## src/rtl/vga_timing_pkg.sv

```systemverilog
// Purpose: shared timing constants and types for the VGA raster generator (640x480@60).
// Latency: n/a (constants, types and a polarity helper only).
// Backpressure: n/a.
package vga_timing_pkg;

  // Default horizontal timing, in pixel clocks.
  localparam int H_DISPLAY_DEF = 640;
  localparam int H_FRONT_DEF   = 16;
  localparam int H_SYNC_DEF    = 96;
  localparam int H_BACK_DEF    = 48;

  // Default vertical timing, in lines.
  localparam int V_DISPLAY_DEF = 480;
  localparam int V_BOTTOM_DEF  = 10;
  localparam int V_SYNC_DEF    = 2;
  localparam int V_TOP_DEF     = 33;

  // Last coordinate on each axis: 799 and 524 for the defaults.
  localparam int H_MAX_DEF = H_DISPLAY_DEF + H_FRONT_DEF + H_SYNC_DEF + H_BACK_DEF - 1;
  localparam int V_MAX_DEF = V_DISPLAY_DEF + V_BOTTOM_DEF + V_SYNC_DEF + V_TOP_DEF - 1;

  // Classic VGA 640x480 uses negative-going sync pulses.
  localparam bit SYNC_ACTIVE_LOW_DEF = 1'b1;

  localparam int COORD_W   = 10;
  localparam int COORD_LIM = (1 << COORD_W) - 1;

  typedef logic [COORD_W-1:0] coord_t;

  // Map "inside the sync window" to the pin level for the chosen polarity.
  function automatic logic sync_level(input logic active, input bit active_low);
    return active ^ active_low;
  endfunction

endpackage

```

## src/rtl/vga_axis_counter.sv

```systemverilog
// Purpose: one raster axis: wrapping 0..MAX counter plus a registered sync pulse for that axis.
// Latency: sync is computed from the next count, so it changes on the same edge as cnt.
// Backpressure: none; advances whenever en is high.
// Ports:
//   clk, reset    pixel clock, async active-high reset
//   en            advance the count this cycle
//   cnt           current coordinate (registered)
//   wrap          combinational: en is high and cnt is at MAX (next edge returns to 0)
//   sync          registered sync level, already at output polarity
module vga_axis_counter
  import vga_timing_pkg::*;
#(
  parameter int MAX             = H_MAX_DEF,
  parameter int SYNC_START      = H_DISPLAY_DEF + H_FRONT_DEF,
  parameter int SYNC_END        = H_DISPLAY_DEF + H_FRONT_DEF + H_SYNC_DEF - 1,
  parameter bit SYNC_ACTIVE_LOW = SYNC_ACTIVE_LOW_DEF
) (
  input  logic               clk,
  input  logic               reset,
  input  logic               en,
  output logic [COORD_W-1:0] cnt,
  output logic               wrap,
  output logic               sync
);

  coord_t cnt_q, cnt_d;
  logic   sync_q, sync_d;
  logic   at_max;
  logic   in_window;

  always_comb begin
    at_max = (cnt_q == coord_t'(MAX));
    cnt_d  = cnt_q;
    if (en) begin
      cnt_d = at_max ? '0 : cnt_q + coord_t'(1);
    end
    // Window test on the next count keeps sync edge-aligned with cnt.
    in_window = (cnt_d >= coord_t'(SYNC_START)) && (cnt_d <= coord_t'(SYNC_END));
    sync_d    = sync_level(in_window, SYNC_ACTIVE_LOW);
  end

  always_ff @(posedge clk or posedge reset) begin
    if (reset) begin
      cnt_q  <= '0;
      sync_q <= sync_level(1'b0, SYNC_ACTIVE_LOW);
    end else begin
      cnt_q  <= cnt_d;
      sync_q <= sync_d;
    end
  end

  assign cnt  = cnt_q;
  assign wrap = en && at_max;
  assign sync = sync_q;

endmodule

```

## src/rtl/vga_timing_gen.sv

```systemverilog
// Purpose: free-running VGA raster timing (hsync/vsync/display_on/hpos/vpos), 640x480@60 by default.
// Latency: hsync/vsync/strobes registered and aligned with hpos/vpos; display_on combinational from them.
// Backpressure: none; the raster free-runs from the pixel clock.
// Ports:
//   clk          25 MHz pixel clock
//   reset        async active-high reset (outputs return to reset values immediately)
//   hsync/vsync  registered sync outputs, polarity set by SYNC_ACTIVE_LOW
//   display_on   high while (hpos,vpos) is in the visible area
//   hpos/vpos    current beam column/line, 10 bits
//   line_start   (VGA_TIMING_STROBES_EN only) one cycle at hpos==0
//   frame_start  (VGA_TIMING_STROBES_EN only) one cycle at hpos==0 && vpos==0
// Build option: define VGA_TIMING_STROBES_EN to add line_start/frame_start.
module vga_timing_gen
  import vga_timing_pkg::*;
#(
  parameter int H_DISPLAY       = H_DISPLAY_DEF,
  parameter int H_FRONT         = H_FRONT_DEF,
  parameter int H_SYNC          = H_SYNC_DEF,
  parameter int H_BACK          = H_BACK_DEF,
  parameter int V_DISPLAY       = V_DISPLAY_DEF,
  parameter int V_BOTTOM        = V_BOTTOM_DEF,
  parameter int V_SYNC          = V_SYNC_DEF,
  parameter int V_TOP           = V_TOP_DEF,
  parameter bit SYNC_ACTIVE_LOW = SYNC_ACTIVE_LOW_DEF
) (
  input  logic               clk,
  input  logic               reset,
  output logic               hsync,
  output logic               vsync,
  output logic               display_on,
  output logic [COORD_W-1:0] hpos,
  output logic [COORD_W-1:0] vpos
`ifdef VGA_TIMING_STROBES_EN
  ,
  output logic               line_start,
  output logic               frame_start
`endif
);

  localparam int H_MAX = H_DISPLAY + H_FRONT + H_SYNC + H_BACK - 1;
  localparam int V_MAX = V_DISPLAY + V_BOTTOM + V_SYNC + V_TOP - 1;

  // Counters are 10 bits wide; a longer raster would silently alias.
  generate
    if (H_MAX > COORD_LIM || V_MAX > COORD_LIM) begin : g_bad_timing
      $error("vga_timing_gen: H_MAX=%0d / V_MAX=%0d exceed 10-bit coordinate range", H_MAX, V_MAX);
    end
  endgenerate

  logic h_wrap;
  logic v_wrap;
  coord_t h_cnt;
  coord_t v_cnt;

  vga_axis_counter #(
    .MAX             (H_MAX),
    .SYNC_START      (H_DISPLAY + H_FRONT),
    .SYNC_END        (H_DISPLAY + H_FRONT + H_SYNC - 1),
    .SYNC_ACTIVE_LOW (SYNC_ACTIVE_LOW)
  ) u_h_axis (
    .clk   (clk),
    .reset (reset),
    .en    (1'b1),
    .cnt   (h_cnt),
    .wrap  (h_wrap),
    .sync  (hsync)
  );

  // Lines advance only on the last pixel of a line, so vsync flips at hpos 0.
  vga_axis_counter #(
    .MAX             (V_MAX),
    .SYNC_START      (V_DISPLAY + V_BOTTOM),
    .SYNC_END        (V_DISPLAY + V_BOTTOM + V_SYNC - 1),
    .SYNC_ACTIVE_LOW (SYNC_ACTIVE_LOW)
  ) u_v_axis (
    .clk   (clk),
    .reset (reset),
    .en    (h_wrap),
    .cnt   (v_cnt),
    .wrap  (v_wrap),
    .sync  (vsync)
  );

  assign hpos       = h_cnt;
  assign vpos       = v_cnt;
  assign display_on = (h_cnt < coord_t'(H_DISPLAY)) && (v_cnt < coord_t'(V_DISPLAY));

`ifdef VGA_TIMING_STROBES_EN
  logic line_start_q, line_start_d;
  logic frame_start_q, frame_start_d;

  // Wrap flags predict hpos/vpos returning to 0 on the coming edge, so the
  // registered strobes land in the same cycle as the (0,*) / (0,0) position.
  always_comb begin
    line_start_d  = h_wrap;
    frame_start_d = v_wrap;
  end

  // Reset value is 1 because reset parks the beam at (0,0).
  always_ff @(posedge clk or posedge reset) begin
    if (reset) begin
      line_start_q  <= 1'b1;
      frame_start_q <= 1'b1;
    end else begin
      line_start_q  <= line_start_d;
      frame_start_q <= frame_start_d;
    end
  end

  assign line_start  = line_start_q;
  assign frame_start = frame_start_q;
`else
  logic unused_v_wrap;
  assign unused_v_wrap = v_wrap;
`endif

endmodule

```

## config.mk

```make
export PLATFORM = sky130hd
export DESIGN_NAME = vga_timing_gen
export DESIGN_NICKNAME = d
export VERILOG_FILES = /design/src/rtl/vga_timing_pkg.sv /design/src/rtl/vga_axis_counter.sv /design/src/rtl/vga_timing_gen.sv
export SDC_FILE = /design/constraint.sdc
export NUM_CORES = 1
export LEC_CHECK = 0
export CAP_MARGIN = 20
export CORE_UTILIZATION = 30
export DETAILED_ROUTE_END_ITERATION = 16
export GPL_ROUTABILITY_DRIVEN = 0
export PLACE_DENSITY_LB_ADDON = 0.05
export SLEW_MARGIN = 15
export SYNTH_ARGS = -nofsm -noshare
export SYNTH_HDL_FRONTEND = slang
export SYNTH_SLANG_ARGS = --single-unit
```

## constraint.sdc

```tcl
create_clock -name clk -period 2.3 [get_ports clk]
set_clock_uncertainty 0.15 [all_clocks]
set_input_delay 0.46 -clock clk [delete_from_list [all_inputs] [get_ports clk]]
set_output_delay 0.46 -clock clk [all_outputs]
set_load 0.05 [all_outputs]
```

==> results.md <==
Yosys:
- The synthesized-area fraction occupied by ao, oa, aoi and oai cells is 0.157.
- The number of flip-flops and latches in the synthesized netlist is 22.
- Of all flip-flops after synthesis, the portion carrying an async set or reset was 1.00.
- The leading cell type by number of instances after synthesis is sky130_fd_sc_hd__dfrtp_1.
- The cell count after synthesis is 133.
- The post-synthesis net count is 139.
- Of the total synthesized cell area, the portion taken by AND, OR, NAND and NOR gates is 0.261.
- By area the synthesized netlist is led by sky130_fd_sc_hd__dfrtp_1, sky130_fd_sc_hd__dfstp_2, sky130_fd_sc_hd__xnor2_1.
- The post-synthesis average cell area is approximately 9.5 um^2.
- Among all flip-flop cells after synthesis, the most frequent one is sky130_fd_sc_hd__dfrtp_1.
- Of the total synthesized cell area, the portion taken by XOR and XNOR cells is 0.0626.
- During synthesis, Yosys emitted a total of 0 warnings.
- The main combinational cell family by area after synthesis is simple AND/OR/NAND/NOR gates.
- Of all cell types, the one taking the most synthesized area is sky130_fd_sc_hd__dfrtp_1.
- Yosys mapped a number of flops with a built-in enable equal to 0.
- The count of distinct cell types in the synthesized netlist is 45.
- Summing every instance area after synthesis gives 1260 um^2.
- Sorting the synthesized cells by how often they occur yields sky130_fd_sc_hd__dfrtp_1, sky130_fd_sc_hd__nand2_1, sky130_fd_sc_hd__o21ai_0, sky130_fd_sc_hd__nand3_1.
- After synthesis, the share of cell area in mux cells is 0.
- Of the post-synthesis cell area, the dominant cell type holds 0.398.
- The adder and majority cell fraction of the synthesized area is 0.0398.
- The part of the Yosys area used for sequential elements is 0.439.

Worst setup path:
- The startpoint identified for the worst register-to-register timing path is u_h_axis.cnt[1].
- For the worst setup path, the data required time is 1690 ps.
- The number of cells on the worst reg-to-reg path is 6.
- The signal on the critical path passes through buf_4, clkdlybuf4s50_1.
- In this run the worst path has a maximum fanout of 5.
- The delay of the slowest critical-path stage is 790 ps.
- The cell type of the slowest stage on the worst timing path is sky130_fd_sc_hd__clkdlybuf4s50_1.
- The critical path startpoint category is a register.
- The worst register-to-register path has a setup slack of 80 ps.
- The sort of element at the end of the critical path is an output pin.
- The end of the worst register-to-register path is u_v_axis.sync.
- The critical path start-end classification is register to output pin.
- The worst endpoint data arrival time is 1620 ps.

Place:
- The half-perimeter wire length after detailed placement is 2630 um.
- The area after detailed placement is about 1800 um^2.
- Buffers placed on the I/O ports in this run total 24.

Layout:
- The area occupied by registers is 558 um^2.
- Fill cells in the final layout number ~390.
- Summing all multi-input logic gate instances after layout gives around 680 um^2.
- The finished layout cell area is 1810 um^2.
- The area growth from synthesis to layout is 43.8%.
- The antenna cell count is 0.
- Of the cells placed in the final design, the portion with a size suffix greater than 1 is 0.235.
- The total number of nets in the final design is 190.
- The post-layout utilization of the core is 0.453.

Power:
- The net switching power of the design is approximately 130 uW.
- Of the total power, the share spent switching nets is 0.206.
- The analysis attributes to cell leakage a power of 0.000763 uW.
- The internal portion of total power is 513 uW.
- The peak supply drop is 174 uV.
- The relative contribution of combinational cells to total power is 0.017.
- The share of total power dissipated in the clock network is 0.384.
- The share of power burned in registers is 0.599.
- Dividing total power by cell area gives a power density of 356 nW/um^2.

Clocking:
- The number of levels in the clock H-tree is 1.
- The root buffer cell chosen for the clock tree is sky130_fd_sc_hd__clkbuf_8.
- No sink is reached through more buffers than the 2 on the longest clock path.
- The number of instances resized during post-cts repair is 0.
- Clock-pin slew was measured on the worst setup and hold paths at 80 ps.
- TritonCTS built the clock tree.
- The count of hold buffers inserted by post-cts repair is 0.
- The number of sinks handled by clock tree synthesis is 22.
- TritonCTS created 3 clock buffers.
- The post-CTS setup buffer count is 0.
- The insertion delay to the later sink of the worst-skew pair is 260 ps.

STA:
- The transition at the pin with the smallest max-transition slack is 503 ps.
- The clock period could shrink to 2230 ps.
- The max-slew violation total from the final report is 0.
- The number of failing hold endpoints at the final stage is 0.
- The final count of negative-setup-slack endpoints is 0.
- On the final layout, the worst hold slack is ~390 ps.
- Dividing the final minimum period by the clock period gives 0.972.
- In this run the tightest slew margin relative to its limit is 0.664.
- Setup repair after global routing could not meet its margin everywhere.
- For this run, the top clock speed supported by timing is 0.447 GHz.

Detailed routing:
- Wires add up to 3370 um.
- The via count normalized by instance count is 5.11.
- The count of nets left with antenna violations once routing finished came out at 0.
- Dividing the detail-routed wire length by the instance count gives 14.5 um.
- In the routed design, unresolved DRC markers number 0.
- The total number of vias is 1191.
- The number of detailed-routing iterations run before antenna repair is 4.
- After the first detailed-routing iteration, the DRC count stood at 52.

Worst hold path:
- In this run the worst hold path is classified as input pin to async pin.

Floorplanning:
- The row count is 23.
- The die is 66.8 um tall.
- The number of primary I/O pins is 25.
- The floorplan step defined a die boundary enclosing approximately 4500 um^2.
- The die is 66.8 um wide.
- For this configuration, the core starts out at a cell density of 0.315.
- The core footprint is about 4000 um^2.

Global routing:
- The aggregate global routing overflow is 0.
- The number of antenna violations at the first check in global routing is 0.
- The overall routing resource usage is 0.171.
- The via count of the first global-routing pass is 1236.
- Entering global routing, the biggest net connects 23 pins.
- The wire length of the first global-routing pass is 5680 um.

Flow run:
- Max-cap violations in this run came to 0.

Run status:
- The flow ran to the end, and the final reports show no timing, DRC or antenna violations.
[layout make-up]
cell class              instances  area share
well taps                      50      0.0346
clock buffers                   4      0.0249
flip-flops and latches         22       0.308
inverters                       8      0.0166
multi-input cells             100       0.374
repair buffers                 49       0.242
[placed cells by master (no fill, tap or decap), types with 2 or more instances in the layout]
cell,n
sky130_fd_sc_hd__buf_4,25
sky130_fd_sc_hd__clkdlybuf4s50_1,23
sky130_fd_sc_hd__dfrtp_1,16
sky130_fd_sc_hd__nand2_1,13
sky130_fd_sc_hd__o21ai_0,10
sky130_fd_sc_hd__nand3_1,9
sky130_fd_sc_hd__inv_1,8
sky130_fd_sc_hd__nor2_1,8
sky130_fd_sc_hd__xnor2_1,6
sky130_fd_sc_hd__nand4_1,5
sky130_fd_sc_hd__nor3_1,5
sky130_fd_sc_hd__dfrtp_2,4
sky130_fd_sc_hd__o31ai_1,3
sky130_fd_sc_hd__xor2_1,3
sky130_fd_sc_hd__ha_1,3
sky130_fd_sc_hd__clkbuf_8,3
sky130_fd_sc_hd__or3_4,2
sky130_fd_sc_hd__nor3b_1,2
sky130_fd_sc_hd__nor2b_1,2
sky130_fd_sc_hd__o211ai_1,2
sky130_fd_sc_hd__dfstp_2,2
[state kept, by name (all words and copies together) (netlist names)]
signal,count
u_h_axis.cnt,10
u_v_axis.sync,1
u_v_axis.cnt,10
u_h_axis.sync,1
[how the worst max path moves through the flow]
stage                          from             to  slack (ps)
finish              u_v_axis.cnt[0]        vpos[0]          70
global route        u_h_axis.cnt[1]  u_v_axis.sync         -50
CTS                 u_v_axis.cnt[0]        vpos[0]          50
detailed placement  u_h_axis.cnt[1]  u_v_axis.sync          90
global placement    u_h_axis.cnt[1]  u_v_axis.sync         140
floorplan           u_h_axis.cnt[5]  u_v_axis.sync        -170
[critical path: cells and delay by family, from the launching register on]
family   cells  cell delay, ps
buf+inv      2             940
flops        1             430
[power by group through the flow]
stage	Clock, uW	Sequential [uW]	Combinational [uW]
5_1_grt	276	387	12.7
3_5_place_dp	0	394	11.4
4_1_cts	259	387	11.5
3_3_place_gp	0	394	11.4
6_report	248	386	10.7
2_1_floorplan	0	394	5.74
[through the flow]
stage	instances	setup slack, ps	total power (uW)	setup TNS [ps]
2_1_floorplan	133	-174	400	-174
3_3_place_gp	229	140	406	0
3_5_place_dp	229	85.1	406	0
4_1_cts	233	46.9	657	0
5_1_grt	233	-48.3	675	-48.3
6_report	233	65.3	645	0
[cell families (layout without fill, tap and decap cells)]
group / count (synthesis) / count (layout)
buf+inv: 11 / 61
xor+xnor: 9 / 9
compound gates: 28 / 28
simple gates: 59 / 59
fa+ha+maj: 4 / 4
flops: 22 / 22
[metal layers]
layer	share of wire	global-route usage	routed length, um	vias to the layer above
li1	-	-	-	586
met1	0.43	0.190	1460	576
met2	0.52	0.321	1770	21
met3	0.021	0.0240	71	8
met4	0.023	0.0665	78	0
met5	0	0	0	-
No activity file was read; power rests on OpenSTA's default activity.
